$ cat config.mk
export PLATFORM = sky130hd
export DESIGN_NAME = inst_trace_fifo_flat
export DESIGN_NICKNAME = d
export VERILOG_FILES = /design/src/rtl/inst_trace_fifo_if.sv /design/src/rtl/inst_trace_fifo.sv /design/src/flat_wrapper.sv
export SDC_FILE = /design/constraint.sdc
export NUM_CORES = 1
export LEC_CHECK = 0
export ABC_CLOCK_PERIOD_IN_PS = 5050
export CAP_MARGIN = 20
export CORE_MARGIN = 2
export CORE_UTILIZATION = 45
export CTS_CLUSTER_DIAMETER = 100
export DETAILED_ROUTE_END_ITERATION = 12
export HOLD_SLACK_MARGIN = 0.06
export SYNTH_ARGS = -nofsm -noshare
export SYNTH_HDL_FRONTEND = slang
export SYNTH_SLANG_ARGS = --single-unit
$ cat constraint.sdc
create_clock -name clk_in -period 5.05 [get_ports clk_in]
set_clock_uncertainty 0.1 [all_clocks]
set_input_delay 0.7575 -clock clk_in [delete_from_list [all_inputs] [get_ports clk_in]]
set_output_delay 0.7575 -clock clk_in [all_outputs]
set_load 0.01 [all_outputs]
$ cat src/rtl/inst_trace_fifo_if.sv
// Byte-wide valid/ready stream carrying trace frames toward the UART/debug link.
interface inst_trace_fifo_if;
    logic       out_valid;
    logic       out_ready;
    logic [7:0] out_byte;

    modport master (output out_valid, output out_byte, input out_ready);
    modport slave  (input out_valid, input out_byte, output out_ready);
endinterface

$ cat src/rtl/inst_trace_fifo.sv
// Captures pc/inst pairs into a FIFO and serializes each entry as a 9-byte frame
// (A5 sync, pc MSB first, inst MSB first); captures that find the FIFO full are counted as drops.
//
// state | meaning
// IDLE  | no frame in flight, out_valid low
// SEND  | presenting frame byte idx, advancing on each accepted byte
module inst_trace_fifo #(
    parameter int DEPTH = 16,
    parameter int AW    = 4
) (
    input  logic                    clk_in,
    input  logic                    reset,
    input  logic [31:0]             pc,
    input  logic [31:0]             inst,
    input  logic                    cap_en,
    inst_trace_fifo_if.master       out_if,
    output logic [AW:0]             fifo_count,
    output logic [15:0]             drop_cnt
);
    typedef enum logic [0:0] {IDLE, SEND} state_t;

    localparam logic [AW:0]   DEPTH_C  = (AW+1)'(DEPTH);
    localparam logic [AW:0]   CNT_ONE  = 1;
    localparam logic [AW-1:0] PTR_ONE  = 1;

    state_t          state_q, state_d;
    logic [3:0]      idx_q, idx_d;
    logic [63:0]     frame_q, frame_d;
    logic            valid_q, valid_d;
    logic [7:0]      byte_q, byte_d;
    logic [AW-1:0]   wr_ptr_q, wr_ptr_d;
    logic [AW-1:0]   rd_ptr_q, rd_ptr_d;
    logic [AW:0]     count_q, count_d;
    logic [15:0]     drop_q, drop_d;
    logic [63:0]     mem_q [DEPTH];
    logic            push, pop;

    function automatic logic [7:0] frame_byte(input logic [63:0] f, input logic [3:0] k);
        case (k)
            4'd0:    frame_byte = 8'hA5;
            4'd1:    frame_byte = f[63:56];
            4'd2:    frame_byte = f[55:48];
            4'd3:    frame_byte = f[47:40];
            4'd4:    frame_byte = f[39:32];
            4'd5:    frame_byte = f[31:24];
            4'd6:    frame_byte = f[23:16];
            4'd7:    frame_byte = f[15:8];
            4'd8:    frame_byte = f[7:0];
            default: frame_byte = 8'h00;
        endcase
    endfunction

    always_comb begin
        state_d  = state_q;
        idx_d    = idx_q;
        frame_d  = frame_q;
        valid_d  = valid_q;
        byte_d   = byte_q;
        wr_ptr_d = wr_ptr_q;
        rd_ptr_d = rd_ptr_q;
        count_d  = count_q;
        drop_d   = drop_q;
        pop      = 1'b0;

        case (state_q)
            IDLE: begin
                if (count_q != '0) pop = 1'b1;
            end
            SEND: begin
                if (out_if.out_ready) begin
                    if (idx_q != 4'd8) begin
                        idx_d  = idx_q + 4'd1;
                        byte_d = frame_byte(frame_q, idx_q + 4'd1);
                    end else if (count_q != '0) begin
                        pop = 1'b1;
                    end else begin
                        state_d = IDLE;
                        valid_d = 1'b0;
                        byte_d  = 8'h00;
                    end
                end
            end
            default: state_d = IDLE;
        endcase

        // Loading the head also starts the frame, so byte 0 is always the sync.
        if (pop) begin
            frame_d  = mem_q[rd_ptr_q];
            idx_d    = 4'd0;
            state_d  = SEND;
            valid_d  = 1'b1;
            byte_d   = 8'hA5;
            rd_ptr_d = rd_ptr_q + PTR_ONE;
        end

        push = cap_en && ((count_q != DEPTH_C) || pop);
        if (push) wr_ptr_d = wr_ptr_q + PTR_ONE;

        case ({push, pop})
            2'b10:   count_d = count_q + CNT_ONE;
            2'b01:   count_d = count_q - CNT_ONE;
            default: count_d = count_q;
        endcase

        if (cap_en && !push && (drop_q != 16'hFFFF)) drop_d = drop_q + 16'd1;
    end

    always_ff @(posedge clk_in) begin
        if (reset) begin
            state_q  <= IDLE;
            idx_q    <= 4'd0;
            frame_q  <= 64'd0;
            valid_q  <= 1'b0;
            byte_q   <= 8'h00;
            wr_ptr_q <= '0;
            rd_ptr_q <= '0;
            count_q  <= '0;
            drop_q   <= 16'd0;
        end else begin
            state_q  <= state_d;
            idx_q    <= idx_d;
            frame_q  <= frame_d;
            valid_q  <= valid_d;
            byte_q   <= byte_d;
            wr_ptr_q <= wr_ptr_d;
            rd_ptr_q <= rd_ptr_d;
            count_q  <= count_d;
            drop_q   <= drop_d;
        end
    end

    // Storage needs no reset: the pointers and count define what is valid.
    always_ff @(posedge clk_in) begin
        if (push && !reset) mem_q[wr_ptr_q] <= {pc, inst};
    end

    assign out_if.out_valid = valid_q;
    assign out_if.out_byte  = byte_q;
    assign fifo_count       = count_q;
    assign drop_cnt         = drop_q;
endmodule

$ cat src/flat_wrapper.sv
// flat-port wrapper written by rule: the top's interface ports become plain ports
module inst_trace_fifo_flat 
#(
    parameter int DEPTH = 16,
    parameter int AW    = 4
)
  (clk_in, reset, pc, inst, cap_en, fifo_count, drop_cnt, out_if_out_valid, out_if_out_byte, out_if_out_ready);
  inst_trace_fifo_if out_if_i ();
  input  logic clk_in;
  input  logic reset;
  input  logic [31:0] pc;
  input  logic [31:0] inst;
  input  logic cap_en;
  output logic [AW:0] fifo_count;
  output logic [15:0] drop_cnt;
  output wire logic [$bits(out_if_i.out_valid)-1:0] out_if_out_valid;
  output wire logic [$bits(out_if_i.out_byte)-1:0] out_if_out_byte;
  input wire logic [$bits(out_if_i.out_ready)-1:0] out_if_out_ready;
  assign out_if_out_valid = out_if_i.out_valid;
  assign out_if_out_byte = out_if_i.out_byte;
  assign out_if_i.out_ready = out_if_out_ready;
  inst_trace_fifo #(.DEPTH(DEPTH), .AW(AW)) u_core (.clk_in(clk_in), .reset(reset), .pc(pc), .inst(inst), .cap_en(cap_en), .out_if(out_if_i), .fifo_count(fifo_count), .drop_cnt(drop_cnt));
endmodule
==> results of run 1 <==
## logic make-up (layout without fill, tap and decap cells)
group           after synthesis  count (layout)  synth area share (%)
mux                         265             265                  13.5
fa+ha+maj                    15              15                 0.449
buf+inv                     145             395                  1.44
flops                      1131            1131                  75.6
compound gates              364             364                  5.72
simple gates                249             249                  2.76
xor+xnor                     27              27                 0.544
## power by group through the flow
| stage | Sequential, mW | Clock, mW | Combinational, mW |
|---|---|---|---|
| floorplan | 11.0 | 0 | 3.14 |
| finish | 11.2 | 8.33 | 4.29 |
| detailed placement | 11.4 | 0 | 4.33 |
| CTS | 11.2 | 8.48 | 4.35 |
| global placement | 11.3 | 0 | 4.28 |
| global route | 11.2 | 8.85 | 4.65 |
## worst paths after layout
| kind | start | endpoint |
|---|---|---|
| worst max register to register | u_core.idx_q[0] | u_core.mem_q[1][1] |
| worst min-delay path | reset | u_core.wr_ptr_q[1] |
| worst max-delay path | u_core.idx_q[0] | u_core.mem_q[1][1] |
| worst min register to register | u_core.frame_q[5] | u_core.frame_q[5] |
## synthesized netlist by cell type, drive strengths merged, types with 3 or more instances
cell     instances
a21oi          145
nor3            12
nor4             9
or3              6
a22o             7
and2             7
o22ai            3
and3             3
a221oi           3
nor2           128
o21ai           10
nand3           13
nand2           45
xnor2           23
a211oi          16
buf             67
a31oi            6
mux2             3
mux2i            6
a2111oi          4
dfxtp          107
clkbuf          64
nand4            5
a222oi           9
a22oi          135
nor2b            6
mux4           256
ha              14
xor2             4
edfxtp        1024
inv             14
or4              3
## registers in the layout, summed over array words and instances (netlist names)
register,cells
u_core.out_if.out_valid,1
u_core.wr_ptr_q,4
u_core.idx_q,4
u_core.rd_ptr_q,4
u_core.frame_q,64
u_core.mem_q,1024
u_core.drop_cnt,16
u_core.fifo_count,5
u_core.state_q,1
u_core.out_if.out_byte,8
## cells in the final DEF (no fill, tap or decap), drive strengths merged, types with 7 or more instances in the layout
master            n
a211oi           16
nor2            128
edfxtp         1024
nand2            45
and2              7
clkdlybuf4s50    96
clkbuf          159
a22o              7
a22oi           135
nand3            13
o21ai            10
a21oi           145
buf              72
xnor2            23
inv              16
ha               14
mux4            256
clkinv           37
bufinv            9
nor3             12
dfxtp           107
nor4              9
a222oi            9
## cell type report
type | instances | share of cell area, %
clock buffers | 158 | 6.26
repair buffers | 169 | 3.26
well taps | 1276 | 3.19
clock inverters | 54 | 1.24
flip-flops and latches | 1131 | 65.7
multi-input cells | 920 | 20.2
inverters | 14 | 0.105
## metrics by stage
stage / hold slack, ns / cell area (µm²)
after global routing: 0.386 / 50100
after CTS: 0.329 / 50100
final: 0.374 / 50100
after detailed placement: 0.377 / 46300
after floorplan: 0.347 / 43500
after global placement: 0.375 / 46300
## per-layer routing
| layer | global-route usage [%] | up-vias |
|---|---|---|
| met5 | 0 | - |
| met4 | 6.95 | 0 |
| met3 | 3.66 | 155 |
| met2 | 32.4 | 735 |
| met1 | 29.7 | 11680 |
| li1 | - | 9432 |
==> metrics.json, run 1 <==
{
  "run_status": {
    "status": "finished, final reports clean"
  },
  "power_and_ir_drop": {
    "post-layout-total-power_mw": 23.8,
    "pwr_density_cell_nw_per_um2": 475,
    "power.clock.fraction_pct": 35.0,
    "peakVddDrop_v": 0.000290,
    "comb_power_share_pct": 18.0,
    "sequentialPowerShare_pct": 46.9,
    "internal_power_mw": 17.4,
    "netSwitchingFraction_pct": 26.9,
    "leakagePower_nw": 15.4,
    "net-switching-power_mw": 6.39
  },
  "global_route": {
    "globalRouteOverflowTotal": 0,
    "antenna_found_initial": 1,
    "grt_max_degree": 81,
    "grt_pass1_vias": 22340,
    "total_grt_usage_pct": 20.7,
    "grt_pass1_wl_um": 150000
  },
  "sta": {
    "setup_tns_ns": 0,
    "final_setup_fails": 0,
    "worst-slew-pin-transition_ns": 1.00,
    "hold_viol": 0,
    "rsz0062_at_grt": "no",
    "slew_headroom_pct": 33.1,
    "finalCriticalPeriod_ns": 4.16,
    "postLayoutSetupSlackWorst_ns": 0.888,
    "fmaxAchievable_ghz": 0.240,
    "period_share_pct": 82.4,
    "finalMaxSlewViolations": 0
  },
  "routing": {
    "met3_wirelength_um": 6770,
    "dr.max_layer_used": "met4",
    "met2_wirelength_um": 48500,
    "drc": 0,
    "vias_per_cell": 5.91,
    "route.vias.total": 22002,
    "detail_route_antenna_nets": 0,
    "routed_wl_um": 102000,
    "drt_first_pass_iters": 6,
    "wl_met1_um": 43800,
    "drt-initial-drc-count": 2416,
    "wl_per_cell_um": 27.4
  },
  "clock_tree": {
    "clock_tree.root_cell": "sky130_fd_sc_hd__clkbuf_16",
    "cts_inserted_buffers": 111,
    "htree_levels": 3,
    "cts_max_path_buffers": 3,
    "numClockSinks": 1131,
    "cts_repair_resize_count": 0,
    "cts_hold_buf": 0,
    "clkLatencyLatePin_ns": 0.72,
    "cts_tree": "yes",
    "cts.reportedPaths.clkPinSlew_ns": 0.06,
    "post_cts.repair.setup_buffers": 0
  },
  "synth": {
    "postSynth.asyncResetShare_pct": 0,
    "synth_warnings": 0,
    "number_of_synthesized_register_bits": 1131,
    "synth-edff-count": 1024,
    "post_synth_main_area_contributors": "sky130_fd_sc_hd__edfxtp_1 71%, sky130_fd_sc_hd__mux4_2 13%, sky130_fd_sc_hd__dfxtp_1 4.9%",
    "synth_sequential_area_ratio_pct": 75.6,
    "syn_inst": 2196,
    "post-synth-top-area-cell": "sky130_fd_sc_hd__edfxtp_1",
    "postSynth.topFlopCell": "sky130_fd_sc_hd__edfxtp_1",
    "synth.top_cell.area_share_pct": 70.7,
    "netlist_area_pre_place_um2": 43500,
    "ys_types": 75,
    "post_synthesis_net_count": 2279,
    "synthesis.area_per_instance_um2": 19.8
  },
  "floorplanning": {
    "core_area_um2": 96300,
    "die_height_um": 315,
    "fp.dieW_um": 315,
    "num_io_pins": 98,
    "rows": 114,
    "fp.dieArea_um2": 99200,
    "floorplan.initialDensity_pct": 45.2
  },
  "critical_path": {
    "regToRegSetupSlack_ns": 0.89,
    "rr_worst_depth": 7,
    "cp.arrival_ns": 4.36,
    "crit_slowest_cell": "sky130_fd_sc_hd__ha_1",
    "timing.critical_path.cells": "inv_1 > ha_1 > nand4b_2 > a41oi_2 > nand2_1 > nor2_4 > buf_4",
    "critical_path.max_stage_delay_ns": 0.83,
    "critical_path_depth": 7,
    "timing.critical_path.required_ns": 5.25,
    "cp_max_fo": 49,
    "timing.critical_path.max_delay_family": "simple AND/OR/NAND/NOR gates",
    "timing.critical_path.to_type": "flop",
    "critical_path.startpoint_type": "flop",
    "worstPathBufferInverterCount": 2,
    "kind_of_critical_path": "reg2reg"
  },
  "layout": {
    "antennaDiodeCount": 0,
    "layout-area-overhead-vs-synth_pct": 15.1,
    "multi_input_comb_area_um2": 10100,
    "n_fill_cell": 7451,
    "finish.utilization_pct": 52.0,
    "finalNetCount": 2430,
    "finalNonFillerCells": 3722,
    "regArea_um2": 32900,
    "post_route_cells_drive_above_1_share_pct": 22.6
  },
  "place": {
    "post-place-cells": 3509,
    "dpl.hpwl_um": 60700,
    "buffer_ports.inserted": 97,
    "routabilityCongestion": 0.899,
    "pre_cts_ws_ns": 0.936
  },
  "hold_path": {
    "holdPathStages": 2,
    "hp-class": "in2reg"
  },
  "run": {
    "max_cap_violations": 0
  }
}
(Power assumes the default switching activity.)
==> run 2, diff against run 1 <==
--- a/config.mk
+++ b/config.mk
@@ -5,7 +5,7 @@
 export SDC_FILE = /design/constraint.sdc
 export NUM_CORES = 1
 export LEC_CHECK = 0
-export ABC_CLOCK_PERIOD_IN_PS = 5050
+export ABC_CLOCK_PERIOD_IN_PS = 3460
 export CAP_MARGIN = 20
 export CORE_MARGIN = 2
 export CORE_UTILIZATION = 45
==> constraint.sdc (replaced) <==
create_clock -name clk_in -period 3.46 [get_ports clk_in]
set_clock_uncertainty 0.1 [all_clocks]
set_input_delay 0.519 -clock clk_in [delete_from_list [all_inputs] [get_ports clk_in]]
set_output_delay 0.519 -clock clk_in [all_outputs]
set_load 0.01 [all_outputs]
==> metrics.json, run 2 (synthesis results as in run 1) <==
{
  "sta": {
    "finalMaxSlewViolations": {"value": 0, "change": "unchanged"},
    "period_share": {"value": 86.9, "unit": "%", "change": "was 82.4%"},
    "postLayoutSetupSlackWorst": {"value": 0.452, "unit": "ns", "change": "was 0.888 ns"},
    "fmaxAchievable": {"value": 0.332, "unit": "GHz", "change": "was 0.240 GHz"},
    "worst-slew-pin-transition": {"value": 0.889, "unit": "ns", "change": "was 1.00 ns"},
    "hold_viol": {"value": 0, "change": "unchanged"},
    "slew_headroom": {"value": 40.7, "unit": "%", "change": "was 33.1%"},
    "finalCriticalPeriod": {"value": 3.01, "unit": "ns", "change": "was 4.16 ns"},
    "setup_tns": {"value": 0, "unit": "ns", "change": "unchanged"},
    "final_setup_fails": {"value": 0, "change": "unchanged"},
    "rsz0062_at_grt": {"value": "no", "change": "unchanged"}
  },
  "floorplanning": {
    "die_height": {"value": 315, "unit": "µm", "change": "unchanged"},
    "floorplan.initialDensity": {"value": 45.2, "unit": "%", "change": "unchanged"},
    "num_io_pins": {"value": 98, "change": "unchanged"},
    "fp.dieArea": {"value": 99200, "unit": "µm²", "change": "unchanged"},
    "rows": {"value": 114, "change": "unchanged"},
    "core_area": {"value": 96300, "unit": "µm²", "change": "unchanged"},
    "fp.dieW": {"value": 315, "unit": "µm", "change": "unchanged"}
  },
  "critical_path": {
    "crit_slowest_cell": {"value": "sky130_fd_sc_hd__nor2_4", "change": "was sky130_fd_sc_hd__ha_1"},
    "timing.critical_path.to_type": {"value": "flop", "change": "unchanged"},
    "timing.critical_path.cells": {"value": "inv_1 > ha_1 > nand4b_2 > buf_4 > a41oi_2 > nand2_1 > nor2_4 > buf_4", "change": "was inv_1 > ha_1 > nand4b_2 > a41oi_2 > nand2_1 > nor2_4 > buf_4"},
    "worstPathBufferInverterCount": {"value": 3, "change": "was 2"},
    "critical_path.startpoint_type": {"value": "flop", "change": "unchanged"},
    "critical_path.max_stage_delay": {"value": 0.54, "unit": "ns", "change": "was 0.83 ns"},
    "timing.critical_path.max_delay_family": {"value": "simple AND/OR/NAND/NOR gates", "change": "unchanged"},
    "kind_of_critical_path": {"value": "reg2reg", "change": "unchanged"},
    "cp_max_fo": {"value": 12, "change": "was 49"},
    "cp.arrival": {"value": 3.27, "unit": "ns", "change": "was 4.36 ns"},
    "cp_common_cell": "sky130_fd_sc_hd__buf_4",
    "timing.critical_path.required": {"value": 3.72, "unit": "ns", "change": "was 5.25 ns"}
  },
  "global_route": {
    "grt_pass1_vias": {"value": 22242, "change": "was 22340"},
    "grt_pass1_wl": {"value": 152000, "unit": "µm", "change": "was 150000 µm"},
    "globalRouteOverflowTotal": {"value": 0, "change": "unchanged"},
    "total_grt_usage": {"value": 20.9, "unit": "%", "change": "was 20.7%"},
    "grt_max_degree": {"value": 73, "change": "was 81"},
    "antenna_found_initial": {"value": 3, "change": "was 1"}
  },
  "routing": {
    "detail_route_antenna_nets": {"value": 0, "change": "unchanged"},
    "drt_first_pass_iters": {"value": 9, "change": "was 6"},
    "drt-initial-drc-count": {"value": 2609, "change": "was 2416"},
    "vias_per_cell": {"value": 5.91, "change": "about the same"},
    "wl_per_cell": {"value": 27.6, "unit": "µm", "change": "was 27.4 µm"},
    "route.vias.total": {"value": 22123, "change": "was 22002"},
    "routed_wl": {"value": 103000, "unit": "µm", "change": "was 102000 µm"},
    "drc": {"value": 0, "change": "unchanged"}
  },
  "clock_tree": {
    "numClockSinks": {"value": 1131, "change": "unchanged"},
    "htree_levels": {"value": 3, "change": "unchanged"},
    "clkLatencyLatePin": {"value": 0.67, "unit": "ns", "change": "was 0.72 ns"},
    "clock_tree.root_cell": {"value": "sky130_fd_sc_hd__clkbuf_16", "change": "unchanged"},
    "post_cts.repair.setup_buffers": {"value": 0, "change": "unchanged"},
    "cts_inserted_buffers": {"value": 111, "change": "unchanged"},
    "cts_max_path_buffers": {"value": 3, "change": "unchanged"},
    "cts_tree": {"value": "yes", "change": "unchanged"},
    "cts.reportedPaths.clkPinSlew": {"value": 0.06, "unit": "ns", "change": "about the same"}
  },
  "layout": {
    "regMostFlops": {"value": "u_core.mem_q", "change": "unchanged"},
    "finalNetCount": {"value": 2453, "change": "was 2430"},
    "post_route_cells_drive_above_1_share": {"value": 23.1, "unit": "%", "change": "was 22.6%"},
    "largest_register_ff_count": {"value": 1024, "change": "unchanged"},
    "layout.cells.most_common": {"value": "sky130_fd_sc_hd__edfxtp_1", "change": "unchanged"},
    "most-common-layout-cells": {"value": "1024 x sky130_fd_sc_hd__edfxtp_1, 256 x sky130_fd_sc_hd__mux4_2, 145 x sky130_fd_sc_hd__a21oi_1", "change": "unchanged"},
    "layout-area-overhead-vs-synth": {"value": 15.8, "unit": "%", "change": "was 15.1%"},
    "finalNonFillerCells": {"value": 3745, "change": "was 3722"}
  },
  "power_and_ir_drop": {
    "leakagePower": {"value": 15.5, "unit": "nW", "change": "was 15.4 nW"},
    "pwr_density_cell": {"value": 676, "unit": "nW/µm²", "change": "was 475 nW/µm²"},
    "peakVddDrop": {"value": 0.000421, "unit": "V", "change": "was 0.000290 V"},
    "post-layout-total-power": {"value": 34.0, "unit": "mW", "change": "was 23.8 mW"}
  },
  "place": {
    "buffer_ports.inserted": {"value": 97, "change": "unchanged"},
    "pre_cts_ws": {"value": 0.179, "unit": "ns", "change": "was 0.936 ns"},
    "routabilityCongestion": {"value": 0.891, "change": "was 0.899"},
    "dpl.hpwl": {"value": 62100, "unit": "µm", "change": "was 60700 µm"},
    "post-place-cells": {"value": 3532, "change": "was 3509"}
  },
  "run_status": {
    "status": {"value": "finished, final reports clean", "change": "unchanged"}
  },
  "run": {
    "max_cap_violations": {"value": 0, "change": "unchanged"}
  },
  "hold_path": {
    "hp-class": {"value": "reg2reg", "change": "was in2reg"}
  }
}
## run 2: cell count changes in the layout (fill, tap and decap cells not counted), moves of 2 or more
cell and change:
sky130_fd_sc_hd__diode_2 +3, sky130_fd_sc_hd__clkinv_2 +10, sky130_fd_sc_hd__buf_12 +35, sky130_fd_sc_hd__buf_4 -12, sky130_fd_sc_hd__clkbuf_8 -11, sky130_fd_sc_hd__inv_6 +3
sky130_fd_sc_hd__clkinv_1 +11, sky130_fd_sc_hd__clkbuf_1 -8, sky130_fd_sc_hd__clkinvlp_4 +2, sky130_fd_sc_hd__bufinv_16 -5, sky130_fd_sc_hd__clkinv_16 -3
## run 2: worst reg2reg max path, stage by stage, from the launching register on
cell and delay [ns]:
sky130_fd_sc_hd__dfxtp_1 0.39, sky130_fd_sc_hd__inv_1 0.13, sky130_fd_sc_hd__ha_1 0.24, sky130_fd_sc_hd__nand4b_2 0.15, sky130_fd_sc_hd__buf_4 0.18, sky130_fd_sc_hd__a41oi_2 0.30, sky130_fd_sc_hd__nand2_1 0.33, sky130_fd_sc_hd__nor2_4 0.54
sky130_fd_sc_hd__buf_4 0.33
## run 2: worst paths after layout
kind	from	endpoint	slack, ns	cells past startpoint
worst min register to register	u_core.frame_q[24]	u_core.frame_q[24]	0.40	2
worst min-delay path	u_core.frame_q[24]	u_core.frame_q[24]	0.40	2
worst max register to register	u_core.idx_q[0]	u_core.mem_q[3][32]	0.45	8
worst max-delay path	u_core.idx_q[0]	u_core.mem_q[3][32]	0.45	8
## run 2: power breakdown
group / total (mW) / switching (mW) / internal [mW]
Clock: 11.3 / 4.96 / 6.34
Combinational: 6.66 / 3.61 / 3.05
Sequential: 16.1 / 0.625 / 15.5
## run 2: cell type report
cell class / count / area [µm²]
clock buffers: 139 / 2950
diodes: 3 / 7.51
flip-flops and latches: 1131 / 32900
inverters: 14 / 52.6
repair buffers: 192 / 2250
multi-input cells: 920 / 10100
fillers: 7513 / 45900
clock inverters: 70 / 473
well taps: 1276 / 1600
## run 2: through the flow
stage / instance area [µm²] / hold WS [ns] / utilization [%]
finish: 50400 / 0.397 / 52.3
global placement: 46900 / 0.367 / 48.7
CTS: 50400 / 0.400 / 52.3
detailed placement: 46900 / 0.387 / 48.7
global route: 50400 / 0.422 / 52.3
floorplan: 43500 / 0.347 / -
## run 2: metal layers
metal  vias to the layer above  track usage [%]  part of all wire (%)
met2                       720             32.8                    48
met5                         -                0                0.0097
met1                     11803             31.1                    44
met3                       119             3.37                   6.0
met4                         2             4.90                   1.6
li1                       9479                -                     -
## run 2: timing repair
action                    4_1_cts  5_1_grt
gates resized for setup         0        0
hold buffers                    1        0
hold endpoints to repair       13        0
